## src/rtl/hazard_ctrl.sv

```systemverilog
// hazard_ctrl: pipeline sequencer for the 5-stage MIPS core.
// Drives PC / IF/ID / ID/EX enables, flush and bubble controls for load-use
// stalls, branch/jr operand stalls (branches and jr resolve in ID),
// taken-branch/jump squash of the fetched slot, and external memory hold.
//
// Optional feature macro: HAZARD_STATS_EN (saturating stall/flush counters).
//
// Ports:
//   clk, reset (async, active-low)
//   id_rs, id_rt, id_uses_rs, id_uses_rt   : ID source operands
//   id_is_branch, id_is_jump, id_is_jr      : ID control class
//   branch_taken                            : ID comparator result
//   ex_reg_write, ex_mem_read, ex_dst       : instruction in EX
//   mem_mem_read, mem_dst                   : instruction in MEM
//   ext_hold                                : freeze whole pipeline
//   pc_write, if_id_write, if_id_flush, id_ex_bubble, pipe_hold : controls
//   stat_stall_cnt, stat_flush_cnt          : statistics (0 unless enabled)
//
// state | meaning
// RUN   | hazards evaluated every cycle; N=1 stalls stay in RUN
// STALL | extra stall cycles of a load->branch/jr hazard, counted by cnt
module hazard_ctrl #(
  parameter int STAT_W = 32
) (
  input  logic              clk,
  input  logic              reset,
  input  logic [4:0]        id_rs,
  input  logic [4:0]        id_rt,
  input  logic              id_uses_rs,
  input  logic              id_uses_rt,
  input  logic              id_is_branch,
  input  logic              id_is_jump,
  input  logic              id_is_jr,
  input  logic              branch_taken,
  input  logic              ex_reg_write,
  input  logic              ex_mem_read,
  input  logic [4:0]        ex_dst,
  input  logic              mem_mem_read,
  input  logic [4:0]        mem_dst,
  input  logic              ext_hold,
  output logic              pc_write,
  output logic              if_id_write,
  output logic              if_id_flush,
  output logic              id_ex_bubble,
  output logic              pipe_hold,
  output logic [STAT_W-1:0] stat_stall_cnt,
  output logic [STAT_W-1:0] stat_flush_cnt
);

  typedef enum logic {S_RUN = 1'b0, S_STALL = 1'b1} state_t;

  state_t     state_q, state_d;
  logic [1:0] cnt_q, cnt_d;
  logic       dep_ex, dep_mem, resolves_in_id, redirect;
  logic [1:0] n_stall;

  // Register 0 is hard-wired, so it never creates a dependency.
  assign dep_ex  = (ex_dst != 5'd0) &&
                   ((id_uses_rs && (id_rs == ex_dst)) || (id_uses_rt && (id_rt == ex_dst)));
  assign dep_mem = (mem_dst != 5'd0) &&
                   ((id_uses_rs && (id_rs == mem_dst)) || (id_uses_rt && (id_rt == mem_dst)));

  assign resolves_in_id = id_is_branch || id_is_jr;
  assign redirect       = id_is_jump || id_is_jr || (id_is_branch && branch_taken);

  // Largest applicable stall length wins; the N=2 case is checked last.
  always_comb begin
    n_stall = 2'd0;
    if (ex_mem_read && dep_ex)                                      n_stall = 2'd1;
    if (resolves_in_id && ex_reg_write && !ex_mem_read && dep_ex)   n_stall = 2'd1;
    if (resolves_in_id && mem_mem_read && dep_mem)                  n_stall = 2'd1;
    if (resolves_in_id && ex_mem_read && dep_ex)                    n_stall = 2'd2;
  end

  always_comb begin
    state_d      = state_q;
    cnt_d        = cnt_q;
    pc_write     = 1'b0;
    if_id_write  = 1'b0;
    if_id_flush  = 1'b0;
    id_ex_bubble = 1'b0;
    pipe_hold    = 1'b0;
    if (!reset) begin
      // outputs forced low while reset is asserted
    end else if (ext_hold) begin
      pipe_hold = 1'b1;
    end else if (state_q == S_STALL) begin
      id_ex_bubble = 1'b1;
      cnt_d        = cnt_q - 2'd1;
      if (cnt_d == 2'd0) state_d = S_RUN;
    end else if (n_stall != 2'd0) begin
      // A stall overrides any redirect; the branch re-resolves later.
      id_ex_bubble = 1'b1;
      if (n_stall == 2'd2) begin
        cnt_d   = 2'd1;
        state_d = S_STALL;
      end
    end else if (redirect) begin
      pc_write    = 1'b1;
      if_id_write = 1'b1;
      if_id_flush = 1'b1;
    end else begin
      pc_write    = 1'b1;
      if_id_write = 1'b1;
    end
  end

  always_ff @(posedge clk or negedge reset) begin
    if (!reset) begin
      state_q <= S_RUN;
      cnt_q   <= 2'd0;
    end else begin
      state_q <= state_d;
      cnt_q   <= cnt_d;
    end
  end

`ifdef HAZARD_STATS_EN
  logic [STAT_W-1:0] stall_cnt_q, stall_cnt_d;
  logic [STAT_W-1:0] flush_cnt_q, flush_cnt_d;

  // id_ex_bubble is high exactly on non-held stall cycles.
  always_comb begin
    stall_cnt_d = stall_cnt_q;
    flush_cnt_d = flush_cnt_q;
    if (id_ex_bubble && (stall_cnt_q != {STAT_W{1'b1}})) stall_cnt_d = stall_cnt_q + 1'b1;
    if (if_id_flush  && (flush_cnt_q != {STAT_W{1'b1}})) flush_cnt_d = flush_cnt_q + 1'b1;
  end

  always_ff @(posedge clk or negedge reset) begin
    if (!reset) begin
      stall_cnt_q <= '0;
      flush_cnt_q <= '0;
    end else begin
      stall_cnt_q <= stall_cnt_d;
      flush_cnt_q <= flush_cnt_d;
    end
  end

  assign stat_stall_cnt = stall_cnt_q;
  assign stat_flush_cnt = flush_cnt_q;
`else
  assign stat_stall_cnt = '0;
  assign stat_flush_cnt = '0;
`endif

endmodule

```

## config.mk

```make
export PLATFORM = sky130hd
export DESIGN_NAME = hazard_ctrl
export DESIGN_NICKNAME = d
export VERILOG_FILES = /design/src/rtl/hazard_ctrl.sv
export SDC_FILE = /design/constraint.sdc
export NUM_CORES = 1
export LEC_CHECK = 0
export CAP_MARGIN = 0
export CORE_UTILIZATION = 29
export CTS_CLUSTER_SIZE = 12
export DETAILED_ROUTE_END_ITERATION = 16
export PLACE_DENSITY = 0.81
export SETUP_SLACK_MARGIN = 0.2
export SLEW_MARGIN = 20
export SYNTH_ARGS = -nofsm -noshare
export SYNTH_HDL_FRONTEND = slang
export SYNTH_SLANG_ARGS = --single-unit
```

## constraint.sdc

```tcl
create_clock -name clk -period 2.15 [get_ports clk]
set_clock_uncertainty 0.1 [all_clocks]
set_input_delay 0.43 -clock clk [delete_from_list [all_inputs] [get_ports clk]]
set_output_delay 0.43 -clock clk [all_outputs]
set_load 0.1 [all_outputs]
```

==> results.md, run 1 <==
- Outcome: complete, but fails checks
- Failing checks: setup timing
- Final Max Slew Viols: 0
- Total track usage: 0.100
- CP max stage delay: 0.44 ns
- Clock share of power: 0.107
- Number of antenna diodes: 0
- Max VDD drop: 0.332 mV
- Combinational share of power: 0.810
- Initial DRC count: 10
- RSZ-0062 raised after global routing: yes
- Fin. Hold Viols: 0
- Critical Path Fanout Max: 3
- Placed instance count: 216
- YS warnings: 0
- Internal: 255 uW
- Cell Chain, Critical Path: clkdlybuf4s50_1 > o21ai_1 > nand2b_1 > a31oi_4 > and3_4 > buf_12
- Routability Congestion: 0.805
- Syn_area_per_cell: 7.62 sq um
- WP data required: 1.62 ns
- TritonCTS sink count: 3
- Max Buffers Root-to-Sink: 2
- Routed length per instance: 8.63 microns
- Vias in the first global route: 679
- Max Cap Viol: 0
- Vias per inst: 3.63
- Post-Synthesis Cells: 129
- CTS tree: built
- Leak pwr: 0.000629 uW
- Switching part of the total power: 0.716
- Core area: 3130 sq um
- Clock latency at the later pin of the worst-skew pair: 0.23 ns
- Htree depth: 1
- TritonRoute pass-1 iters: 2
- Via count: 805
- Most frequent cells in the layout: conb_1, xnor2_1, clkdlybuf4s50_1
- Die footprint: 3630 sq um
- Die Span Y: 60.2 microns
- Fmax: 431 MHz
- Final worst path period share: 1.08
- Top cell family by delay on the critical path: buffers and inverters
- Cell area after synthesis: 983 sq um
- Sequential power share: 0.083
- Reg clk slew, reported paths: 0.03 ns
- Crit path DAT: 1.79 ns
- I/O pins: 101
- Slowest cell on crit path: clkdlybuf4s50_1
- GRT overflow: 0
- Total CTS buffers: 3
- Sequential share of the synthesized area: 0.0763
- Crit start category: primary input
- Initial Utilization: 0.314
- PortBufs: 36
- Power Density: 690 nW/um^2
- Non-filler cells, final: 222
- Initial antenna violation count: 0
- Hold WC Path Type: reg -> reg
- Total power: 898 uW
- DR DRC count: 0
- #FFs+latches synth: 3
- Layout Nets: 212
- Global-route wire length before repair: 2740 microns
- Total wire length: 1920 microns
- Final setup viols: 4
- CTS Root Cell: clkbuf_4
- Distinct cells, synth: 28
- DP HPWL: 1710 microns
- Psw: 643 uW
- Layout area overhead: 32.3%
- Crit Path Class: in -> out
- Final WS setup: -0.168 ns
- Worst reg-to-reg setup slack: 0.89 ns
- Layout cell share with drive strength beyond 1: 0.247
- Num rows: 20
- Number of routed nets with antenna violations: 0
- Largest net degree at the start of global routing: 8
- Bufs and invs on worst path: 2
- Most common cell after layout, fill and taps aside: conb_1
- Period minus WS final: 2.32 ns
- Die W: 60.2 microns
- Critical path endpoint category: output port
[registers in the layout (all words and copies together), names as in the netlist]
signal	count
state_q	1
cnt_q	2
[final timing paths]
path,from,end,depth (start not counted)
max,id_is_branch,if_id_write,6
min,cnt_q[1]$_DFFE_PN0P_,cnt_q[1]$_DFFE_PN0P_,1
max reg2reg,cnt_q[0]$_DFFE_PN0P_,cnt_q[1]$_DFFE_PN0P_,4
min reg2reg,cnt_q[1]$_DFFE_PN0P_,cnt_q[1]$_DFFE_PN0P_,1
max in group asynchronous,reset,cnt_q[1]$_DFFE_PN0P_,2
min in group asynchronous,reset,cnt_q[0]$_DFFE_PN0P_,2
[stage by stage]
step	area (sq um)	setup slack [ns]	util	TNS, ns	hold WS [ns]
after global placement	1280	-0.546	0.410	-2.12	0.395
final	1300	-0.168	0.416	-0.577	0.405
after CTS	1310	-0.200	0.418	-0.707	0.414
after global routing	1300	-0.226	0.416	-0.818	0.440
after detailed placement	1280	-0.577	0.410	-2.24	0.406
after floorplan	1250	-0.243	-	-0.480	0.0344
[power by group through the flow]
stage | clock network, uW | registers, uW | logic, uW
after floorplan | 0 | 71.7 | 705
after global placement | 0 | 73.2 | 723
after detailed placement | 0 | 73.0 | 727
after CTS | 102 | 74.4 | 725
after global routing | 106 | 76.1 | 753
final | 96.1 | 74.4 | 728
[metal layers]
metal	vias to the layer above	global-route usage	part of all wire
met5	-	0	0
met4	0	0.0498	0
met3	0	0.00216	0.074
met2	48	0.206	0.59
met1	362	0.100	0.34
li1	395	-	-
[cells by family (layout without fill, tap and decap cells)]
kind of cell    after synthesis  count (layout)  share of synthesized area
buf+inv                      67              53                      0.504
other cells                   1              64                    0.00381
flops                         3               3                     0.0763
compound gates               13              13                     0.0942
simple gates                 24              24                      0.131
fa+ha+maj                     1               1                     0.0127
xor+xnor                     20              20                      0.178
[layout make-up]
| type | instances | area, sq um |
|---|---|---|
| Clock buffer | 4 | 26.3 |
| Fill cell | 336 | 1830 |
| Sequential cell | 3 | 75.1 |
| Inverter | 2 | 7.51 |
| Timing Repair Buffer | 47 | 439 |
| Tap cell | 44 | 55.1 |
| Multi-Input combinational cell | 122 | 698 |
[synthesized netlist by cell type]
cell type  number  share of area
or4_4           1          0.011
ha_1            1          0.013
a21o_1          1         0.0076
inv_1           2         0.0076
a31o_2          1         0.0089
a211oi_1        1         0.0076
nor2_1          3          0.011
nor3_1          1         0.0051
o21ai_0         3          0.015
o221ai_2        1          0.015
nor2b_1         1         0.0064
xnor2_1        12           0.11
nand4_1         2          0.013
o2111ai_1       1         0.0089
nand2_1         5          0.019
a31oi_1         1         0.0064
nand3_1         4          0.020
dfrtp_1         3          0.076
and3_1          2          0.013
xor2_1          8          0.071
a21oi_1         2          0.010
nor4_1          2          0.013
o31ai_1         1         0.0076
conb_1          1         0.0038
buf_4          65           0.50
and2_1          1         0.0064
nand2b_1        2          0.013
o22ai_1         1         0.0064
[what timing repair did]
action	4_1_cts	5_1_grt
resized for setup	55	18
setup endpoints to repair	4	4
pin swaps	11	13
hold buffers	0	0
buffers inserted	0	2
Power figures use the tool's default switching activity.
==> run 2, diff against run 1 <==
- PLACE_DENSITY: 0.81 -> unset
- PLACE_DENSITY_LB_ADDON: unset -> 0.05
==> results.md, run 2 (same netlist as run 1, synthesis figures left out) <==
- Reg clk slew, reported paths: 0.04 ns
- Clock latency at the later pin of the worst-skew pair: 0.24 ns
- Min Hold Slack: 0.0324 ns
- Layout Nets: 215
- WP data required: 1.62 ns
- Largest reg by FF count: cnt_q
- Failing checks: setup timing
- Max reg flops: 2
- Fin area: 1410 sq um
- TNS Setup: -0.596 ns
- Fin. Hold Viols: 0
- Total track usage: 0.107
- Outcome: complete, but fails checks
- Power Density: 655 nW/um^2
- Die Span Y: 60.2 microns
- Initial Utilization: 0.314
- Period minus WS final: 2.31 ns
- Fin util: 0.450
- Wire length on met1: 763 microns
- I/O pins: 101
- Crit path DAT: 1.78 ns
- Hold WC Path Type: in -> async
- Max Cap Viol: 0
- Critical Path Fanout Max: 3
- Worst reg-to-reg setup slack: 0.85 ns
- Layout cell share with drive strength beyond 1: 0.260
- Core area: 3130 sq um
- Max Buffers Root-to-Sink: 2
- Die W: 60.2 microns
- Htree depth: 1
- Critical path endpoint category: output port
- GRT overflow: 0
- Final Max Slew Viols: 0
- Leak pwr: 0.000679 uW
- Crit Path Class: in -> out
- DP HPWL: 1830 microns
- Uppermost layer routed: met4
- Vias in the first global route: 700
- Final worst path period share: 1.07
- Layout area overhead: 43.0%
- Number of cells on the worst reg-to-reg path: 4
- CP max stage delay: 0.48 ns
- Total CTS buffers: 3
- CTS Root Cell: clkbuf_4
- Worst r2r src: cnt_q[0]$_DFFE_PN0P_
- Routability Congestion: 0.783
- Final setup viols: 4
- DR DRC count: 0
- Final WS setup: -0.159 ns
- Die footprint: 3630 sq um
- Hold_buf cts: 0
- TritonCTS sink count: 3
- TritonRoute pass-1 iters: 4
- Number of antenna diodes: 0
- Area after DPL: 1310 sq um
- Total power: 921 uW
- Vias per inst: 3.60
- Initial DRC count: 5
- Initial antenna violation count: 0
- Met2 wire len: 1120 microns
- Slowest cell on crit path: clkdlybuf4s50_1
- RSZ-0062 raised after global routing: yes
- Most frequent cells in the layout: conb_1, buf_4, xnor2_1
- CTS tree: built
- Total wire length: 2060 microns
- Crit start category: primary input
- Met3 routed WL: 168 microns
- Cell Chain, Critical Path: clkdlybuf4s50_1 > buf_4 > o221ai_2 > a21o_1 > buf_6 > a21oi_4 > buf_12
- Fmax: 433 MHz
- Number of routed nets with antenna violations: 0
- Global-route wire length before repair: 2930 microns
- Num rows: 20
- Largest net degree at the start of global routing: 8
- Routed length per instance: 9.17 microns
- PortBufs: 36
- Most common cell after layout, fill and taps aside: conb_1
- Top Registers: cnt_q (2), state_q (1)
- Reg2Reg Capture Point: cnt_q[1]$_DFFE_PN0P_
- Max VDD drop: 0.271 mV
- Via count: 810
==> run 2: cell types whose count changed in the layout (fill, tap and decap cells not counted), moves of 2 or more <==
cell,delta
buf_4,+4
buf_8,+2
clkbuf_2,-7
dlymetal6s2s_1,+2
buf_2,-2
buf_6,+3
clkdlybuf4s50_1,-2
clkdlybuf4s15_1,+4
==> run 2: repair_timing <==
action / in CTS / in global routing
endpoints found under the setup margin: 5 / 7
buffers inserted: 2 / 0
resized for setup: 73 / 16
pin swaps: 16 / 16
==> run 2: final cells by class <==
| type | count | area, sq um |
|---|---|---|
| clock buffer | 4 | 26.3 |
| sequential | 3 | 75.1 |
| fill | 322 | 1720 |
| tap | 44 | 55.1 |
| multi-input combinational | 122 | 721 |
| timing repair buffer | 50 | 522 |
| inverter | 2 | 7.51 |
==> run 2: worst max-delay path by stage <==
stage	from	to	slack, ns	cells after the start
2_1_floorplan	mem_dst[1]	pc_write	-0.24	5
3_5_place_dp	mem_dst[0]	id_ex_bubble	-0.61	8
6_report	id_is_branch	id_ex_bubble	-0.16	7
3_3_place_gp	mem_dst[0]	id_ex_bubble	-0.60	8
5_1_grt	mem_dst[4]	if_id_write	-0.22	6
4_1_cts	mem_dst[1]	id_ex_bubble	-0.19	8
==> run 2: stage by stage <==
| step | std cells | setup slack, ns |
|---|---|---|
| after floorplan | 192 | -0.243 |
| after global routing | 225 | -0.225 |
| after CTS | 225 | -0.192 |
| final | 225 | -0.159 |
| after detailed placement | 219 | -0.611 |
| after global placement | 219 | -0.602 |
==> run 2: power by group <==
part / internal (uW) / switching, uW / total (uW) / leakage, uW
clock network: 69.7 / 31.3 / 101 / 0.0000150
logic: 133 / 611 / 744 / 0.000628
registers: 64.0 / 12.2 / 76.2 / 0.0000363
total: 267 / 654 / 921 / 0.000679
==> run 2: metal layers <==
metal / global-route usage / vias to the layer above
met5: 0 / -
met4: 0.0199 / 0
met3: 0.0195 / 2
met2: 0.199 / 55
met1: 0.126 / 355
li1: - / 398
==> run 2: worst max-delay path: cells and delay by family <==
family                 cells  cell delay, ns
AOI/OAI and AO/OA          3            0.42
buffers and inverters      4            0.93
